[config.mk]
export PLATFORM = sky130hd
export DESIGN_NAME = analog_ramp_ctrl
export DESIGN_NICKNAME = d
export VERILOG_FILES = /design/src/rtl/analog_ramp_ctrl.sv
export SDC_FILE = /design/constraint.sdc
export NUM_CORES = 1
export LEC_CHECK = 0
export CORE_UTILIZATION = 35
export CTS_CLUSTER_DIAMETER = 120
export DETAILED_ROUTE_END_ITERATION = 8
export HOLD_SLACK_MARGIN = 0.1
export PLACE_DENSITY = 0.55
export SLEW_MARGIN = 20
export SYNTH_ARGS = -nofsm -noshare
export SYNTH_HDL_FRONTEND = slang
export SYNTH_SLANG_ARGS = --single-unit
[constraint.sdc]
create_clock -name clk_sys -period 7.5 [get_ports clk_sys]
set_input_delay 2.25 -clock clk_sys [delete_from_list [all_inputs] [get_ports clk_sys]]
set_output_delay 2.25 -clock clk_sys [all_outputs]
set_load 0.005 [all_outputs]
[src/rtl/analog_ramp_ctrl.sv]
`default_nettype none
// ============================================================================
// Module   : analog_ramp_ctrl
// Brief    : Multi-channel saturating ramp counters that turn held direction
//            buttons into analog-style control values. Define
//            ANALOG_RAMP_ACCEL_EN to enable hold-to-accelerate stepping.
// Revision : 1.0 - initial release
// ============================================================================
module analog_ramp_ctrl #(
    parameter int CHANNELS    = 2,
    parameter int WIDTH       = 8,
    parameter int TICK_DIV    = 23529,
    parameter int MAX_VAL     = 254,
    parameter int CENTER      = 0,
    parameter int RESET_VAL   = 0,
    parameter int ACCEL_TICKS = 16,
    parameter int ACCEL_STEP  = 4
) (
    input  logic                      clk_sys,
    input  logic                      reset,
    input  logic [CHANNELS-1:0]       up,
    input  logic [CHANNELS-1:0]       down,
    input  logic [CHANNELS-1:0]       spring,
    input  logic                      preset,
    output logic [CHANNELS*WIDTH-1:0] value,
    output logic [CHANNELS-1:0]       at_max,
    output logic [CHANNELS-1:0]       at_min,
    output logic                      tick
);

    localparam int                 c_PW       = (TICK_DIV > 1) ? $clog2(TICK_DIV) : 1;
    localparam logic [c_PW-1:0]    c_TERM     = c_PW'(TICK_DIV - 1);
    localparam logic [c_PW-1:0]    c_P_ONE    = c_PW'(1);
    localparam logic [WIDTH:0]     c_MAX_X    = (WIDTH+1)'(MAX_VAL);
    localparam logic [WIDTH-1:0]   c_MAX_W    = WIDTH'(MAX_VAL);
    localparam logic [WIDTH-1:0]   c_CENTER_W = WIDTH'(CENTER);
    localparam logic [WIDTH-1:0]   c_RESET_W  = WIDTH'(RESET_VAL);
    localparam logic [WIDTH-1:0]   c_ONE_W    = WIDTH'(1);
    localparam logic [WIDTH:0]     c_STEP1    = (WIDTH+1)'(1);
`ifdef ANALOG_RAMP_ACCEL_EN
    localparam int                 c_HW       = $clog2(ACCEL_TICKS + 1);
    localparam logic [c_HW-1:0]    c_HMAX     = c_HW'(ACCEL_TICKS);
    localparam logic [c_HW-1:0]    c_H_ONE    = c_HW'(1);
    localparam logic [WIDTH:0]     c_STEPA    = (WIDTH+1)'(ACCEL_STEP);
`endif

    logic [c_PW-1:0] r_presc;
    logic            r_tick;
    logic            w_term;

    // Shared prescaler; the terminal count is the only cycle inputs are sampled.
    assign w_term = (r_presc == c_TERM);

    always_ff @(posedge clk_sys) begin
        if (reset) begin
            r_presc <= '0;
            r_tick  <= 1'b0;
        end else begin
            r_presc <= w_term ? '0 : r_presc + c_P_ONE;
            r_tick  <= w_term;
        end
    end

    assign tick = r_tick;

    for (genvar i = 0; i < CHANNELS; i++) begin : g_ch
        logic [WIDTH-1:0] r_val;
        logic [WIDTH-1:0] w_next;
        logic [WIDTH:0]   w_ext;
        logic [WIDTH:0]   w_step;
        logic [WIDTH:0]   w_sum;
        logic [WIDTH:0]   w_diff;

`ifdef ANALOG_RAMP_ACCEL_EN
        logic [c_HW-1:0]  r_hold;
        logic [1:0]       r_dir;
        logic [1:0]       w_dir;

        // Direction code: 01 = up only, 10 = down only, 00 = none or both.
        assign w_dir  = (up[i] & ~down[i]) ? 2'b01 :
                        (down[i] & ~up[i]) ? 2'b10 : 2'b00;
        assign w_step = ((r_hold == c_HMAX) && (w_dir == r_dir)) ? c_STEPA : c_STEP1;

        // r_hold counts consecutive same-direction steps already taken.
        always_ff @(posedge clk_sys) begin
            if (reset || preset) begin
                r_hold <= '0;
                r_dir  <= 2'b00;
            end else if (w_term) begin
                if (w_dir == 2'b00) begin
                    r_hold <= '0;
                    r_dir  <= 2'b00;
                end else if (w_dir == r_dir) begin
                    r_hold <= (r_hold == c_HMAX) ? r_hold : r_hold + c_H_ONE;
                end else begin
                    r_hold <= c_H_ONE;
                    r_dir  <= w_dir;
                end
            end
        end
`else
        assign w_step = c_STEP1;
`endif

        // One extra bit of headroom so add/sub never wraps before clamping.
        always_comb begin
            w_ext  = {1'b0, r_val};
            w_sum  = w_ext + w_step;
            w_diff = w_ext - w_step;
            w_next = r_val;
            case ({up[i], down[i]})
                2'b10: w_next = (w_sum > c_MAX_X) ? c_MAX_W : w_sum[WIDTH-1:0];
                2'b01: w_next = (w_ext < w_step) ? '0 : w_diff[WIDTH-1:0];
                2'b00: begin
                    if (spring[i]) begin
                        if (r_val > c_CENTER_W)
                            w_next = r_val - c_ONE_W;
                        else if (r_val < c_CENTER_W)
                            w_next = r_val + c_ONE_W;
                    end
                end
                default: w_next = r_val;
            endcase
        end

        always_ff @(posedge clk_sys) begin
            if (reset)
                r_val <= c_RESET_W;
            else if (preset)
                r_val <= c_CENTER_W;
            else if (w_term)
                r_val <= w_next;
        end

        assign value[i*WIDTH +: WIDTH] = r_val;
        assign at_max[i]               = (r_val == c_MAX_W);
        assign at_min[i]               = (r_val == '0);
    end

endmodule
`default_nettype wire

==> run_summary.xml <==
<?xml version="1.0" encoding="UTF-8"?>
<metrics>
  <group name="status">
    <metric name="status" unit="">finished, final reports clean</metric>
  </group>
  <group name="route">
    <metric name="drt_first_iter_violations" unit="">333</metric>
    <metric name="route.final.wire_length" unit="um">6880</metric>
    <metric name="post-route-drc-count" unit="">0</metric>
    <metric name="avgViaCountPerCell" unit="">5.93</metric>
    <metric name="drt_pre_antenna_iters" unit="">5</metric>
    <metric name="detail_route.wl_per_cell" unit="um">15.3</metric>
    <metric name="final_antenna_net_count" unit="">0</metric>
    <metric name="num_vias" unit="">2667</metric>
  </group>
  <group name="timing">
    <metric name="period_share" unit="%">61.0</metric>
    <metric name="finalSetupTns" unit="ps">0</metric>
    <metric name="unrepaired_setup_endpoints_after_global_routing" unit="">no</metric>
    <metric name="timing_hold_violations_final" unit="">0</metric>
    <metric name="worst_slew_margin_rel" unit="%">36.4</metric>
    <metric name="final.min_clock_period" unit="ps">4570</metric>
    <metric name="skew" unit="ps">8.85</metric>
    <metric name="max_freq" unit="MHz">219</metric>
    <metric name="final_max_slew_viols" unit="">0</metric>
    <metric name="transition_time_of_the_tightest_slew_check_pin" unit="ps">947</metric>
    <metric name="final-setup-viol-count" unit="">0</metric>
  </group>
  <group name="power">
    <metric name="net-switching-power" unit="mW">0.0905</metric>
    <metric name="clockPowerShare" unit="%">40.9</metric>
    <metric name="p_leak" unit="nW">0.996</metric>
    <metric name="p_int" unit="mW">0.247</metric>
    <metric name="ir_drop" unit="mV">0.0674</metric>
    <metric name="power_frac_comb" unit="%">8.0</metric>
    <metric name="pwr-share-seq" unit="%">51.2</metric>
    <metric name="p_per_area" unit="nW/um2">116</metric>
    <metric name="switching_fraction_of_total_power" unit="%">26.8</metric>
  </group>
  <group name="setup_path">
    <metric name="r2r.worst_path.cells" unit="">7</metric>
    <metric name="critical_path.top_delay_family" unit="">simple AND/OR/NAND/NOR gates</metric>
    <metric name="crit_slowest_cell" unit="">sky130_fd_sc_hd__nor4_1</metric>
    <metric name="critical_path_peak_fanout" unit="">11</metric>
    <metric name="worst-endpoint-required" unit="ps">5250</metric>
    <metric name="critical_path.reg2reg.startpoint" unit="">g_ch[0].r_val[0]$_SDFFE_PP0P_</metric>
    <metric name="regToRegEndpoint" unit="">g_ch[0].r_val[2]$_SDFFE_PP0P_</metric>
    <metric name="worstSetupPathType" unit="">reg2out</metric>
    <metric name="setup.worst_path.end_class" unit="">output pin</metric>
    <metric name="r2r_setup_slack" unit="ps">4740</metric>
    <metric name="worst_path_largest_cell_delay" unit="ps">770</metric>
    <metric name="cp_cell_sequence" unit="">nor4_1 -&gt; nand2_1 -&gt; nor2_1 -&gt; clkdlybuf4s50_1</metric>
    <metric name="start_kind" unit="">register</metric>
    <metric name="cp.buffers_inverters" unit="">1</metric>
    <metric name="timing.critical_path.arrival" unit="ps">2320</metric>
  </group>
  <group name="yosys">
    <metric name="postSynthAreaPerCell" unit="um2">7.58</metric>
    <metric name="netlist_instances" unit="">337</metric>
    <metric name="post_synth_instance_area" unit="um2">2550</metric>
    <metric name="mappedNetlistNets" unit="">358</metric>
    <metric name="proportion_of_netlist_area_held_by_the_largest_area_contributor" unit="%">25.1</metric>
    <metric name="synth.ff_latch_count" unit="">32</metric>
    <metric name="synth_ff_type" unit="">sky130_fd_sc_hd__dfxtp_1</metric>
    <metric name="synth_sequential_area_ratio" unit="%">25.1</metric>
    <metric name="synth_area_leaders" unit="">sky130_fd_sc_hd__dfxtp_1 25%, sky130_fd_sc_hd__ha_1 5.9%, sky130_fd_sc_hd__nor2_1 5.9%, sky130_fd_sc_hd__o21ai_0 5.1%, sky130_fd_sc_hd__a21oi_1 4.1%</metric>
    <metric name="yosys.cell_types.count" unit="">67</metric>
    <metric name="yosys_warnings" unit="">0</metric>
    <metric name="synth_largest_area_cell" unit="">sky130_fd_sc_hd__dfxtp_1</metric>
    <metric name="synth-async-reset-ratio" unit="%">0</metric>
    <metric name="synth_enable_flop_cells" unit="">0</metric>
  </group>
  <group name="finish">
    <metric name="layout-area-overhead-vs-synth" unit="%">14.3</metric>
    <metric name="antenna_fix_cells" unit="">0</metric>
    <metric name="fill_cells" unit="">721</metric>
    <metric name="seq_cell_area" unit="um2">641</metric>
    <metric name="drive_gt1_share" unit="%">6.50</metric>
    <metric name="design_area" unit="um2">2920</metric>
    <metric name="combined_area_of_the_multi_input_logic_cells" unit="um2">1720</metric>
    <metric name="fin_nets" unit="">374</metric>
  </group>
  <group name="die">
    <metric name="core-area" unit="um2">6910</metric>
    <metric name="initial_cell_density_of_the_core" unit="%">37.0</metric>
    <metric name="chipWidth" unit="um">87.4</metric>
    <metric name="io_pins" unit="">30</metric>
    <metric name="die_h" unit="um">87.4</metric>
    <metric name="core.rowCount" unit="">30</metric>
    <metric name="design.die.area" unit="um2">7650</metric>
  </group>
  <group name="clock_tree">
    <metric name="clock_tree_root_driver_cell" unit="">sky130_fd_sc_hd__clkbuf_8</metric>
    <metric name="htreeDepth" unit="">2</metric>
    <metric name="ctsHoldBuffers" unit="">0</metric>
    <metric name="clockBufferDepth" unit="">2</metric>
    <metric name="clk_latency" unit="ps">300</metric>
    <metric name="cts_setup_buffers" unit="">0</metric>
    <metric name="postCtsResizedCells" unit="">0</metric>
    <metric name="clock_sinks" unit="">32</metric>
    <metric name="cts_inserted_buffers" unit="">5</metric>
    <metric name="clk_pin_slew_worst_paths" unit="ps">70</metric>
    <metric name="cts_tree" unit="">built</metric>
  </group>
  <group name="hold_path">
    <metric name="hold-path-cell-count" unit="">1</metric>
    <metric name="timing.hold.worst.class" unit="">reg2reg</metric>
    <metric name="timing.hold.worst_endpoint" unit="">r_presc[0]$_SDFF_PP0_</metric>
    <metric name="worst_hold_startpoint" unit="">r_presc[0]$_SDFF_PP0_</metric>
  </group>
  <group name="grt">
    <metric name="grt-ovfl-total" unit="">0</metric>
    <metric name="antenna_found_initial" unit="">0</metric>
    <metric name="first_global_vias" unit="">2339</metric>
    <metric name="grt_first_pass_wirelength" unit="um">11400</metric>
    <metric name="grtUsageTotal" unit="%">18.9</metric>
    <metric name="grt_max_degree" unit="">22</metric>
  </group>
  <group name="placement">
    <metric name="port_buffers" unit="">29</metric>
    <metric name="detailedPlacementHpwl" unit="um">4750</metric>
    <metric name="place_area" unit="um2">2830</metric>
    <metric name="place_congestion" unit="">0.866</metric>
  </group>
  <group name="run">
    <metric name="maxCapViolations" unit="">0</metric>
  </group>
</metrics>
[per-stage QoR]
stage	setup WS, ps	power (mW)	hold WS, ps	instances	utilization [%]
2_1_floorplan	3640	0.196	442	337	-
3_3_place_gp	2900	0.203	467	442	41.0
3_5_place_dp	2910	0.203	469	442	41.0
4_1_cts	2910	0.341	485	450	42.3
5_1_grt	2770	0.352	515	450	42.3
6_report	2930	0.338	480	450	42.3
[how the worst max path moves through the flow]
stage	cells past startpoint	end	slack, ps	startpoint
floorplan	8	g_ch[0].r_val[0]$_SDFFE_PP0P_	3640	up[0]
global placement	7	g_ch[0].r_val[2]$_SDFFE_PP0P_	2900	up[0]
detailed placement	7	g_ch[0].r_val[2]$_SDFFE_PP0P_	2910	up[0]
CTS	4	at_min[0]	2910	g_ch[0].r_val[3]$_SDFFE_PP0P_
global route	4	at_min[0]	2770	g_ch[0].r_val[3]$_SDFFE_PP0P_
finish	4	at_min[0]	2930	g_ch[0].r_val[3]$_SDFFE_PP0P_
[worst register-to-register path: cells and delay by family, from the launching register on]
| kind | cells | cell delay [ps] |
|---|---|---|
| buf+inv | 2 | 280 |
| simple gates | 1 | 110 |
| flops | 1 | 620 |
| fa+ha+maj | 1 | 330 |
| compound gates | 3 | 1310 |
[cells by family after synthesis]
kind of cell | count (synthesis) | share of synthesized area (%)
and+or+nand+nor | 142 | 30.2
AOI/OAI and AO/OA | 101 | 26.5
buffers and inverters | 37 | 7.79
DFF | 32 | 25.1
adders and majority gates | 12 | 5.88
xor gates and xnor gates | 11 | 3.77
muxes | 2 | 0.784
[synth_stat cells, drive strengths merged (3+ instances only)]
master and n:
dfxtp 32, inv 16, o21ai 26, xnor2 6, o21a 4, o31ai 5, clkbuf 18, nor4 4
nand2 17, nor2 40, a31oi 8, nor3 11, a21oi 22, ha 12, and2 5, and4 3
or3 8, a41oi 4, and3 10, xor2 5, nor4b 4, nand4 5, a311oi 3, nand3 16
nand4b 3, or4 4
[power by group through the flow]
stage / clock network [mW] / registers [mW] / logic [mW]
after floorplan: 0 / 0.176 / 0.0197
after global placement: 0 / 0.177 / 0.0267
after detailed placement: 0 / 0.177 / 0.0267
after CTS: 0.142 / 0.173 / 0.0267
after global routing: 0.150 / 0.173 / 0.0300
final: 0.138 / 0.173 / 0.0269
[state kept, by name, indices dropped and copies added, names as in the netlist]
register    flops
g_ch.r_val     16
r_presc        15
tick            1
[cell type report]
| type | instances | share of cell area (%) |
|---|---|---|
| Clock buffer | 5 | 2.36 |
| Inverter | 16 | 2.06 |
| Tap cell | 96 | 4.11 |
| Sequential cell | 32 | 21.9 |
| Clock inverter | 3 | 0.642 |
| Multi-Input combinational cell | 268 | 58.7 |
| Timing Repair Buffer | 30 | 10.2 |
[layer usage]
metal	part of all wire (%)	track usage, %
met4	1.2	5.81
met2	44	27.9
met1	49	27.0
met3	6.0	4.27
met5	0	0
[placed cells by master (no fill, tap or decap), drive strengths merged, types with 6 or more instances in the layout]
cell	synthesis	layout
a21oi	22	22
dfxtp	32	32
nand3	16	16
clkdlybuf4s50	1	29
xnor2	6	6
nor2	40	40
nand2	17	17
ha	12	12
and3	10	10
o21ai	26	26
a31oi	8	8
or3	8	8
inv	16	16
nor3	11	11
(Power assumes the default switching activity.)
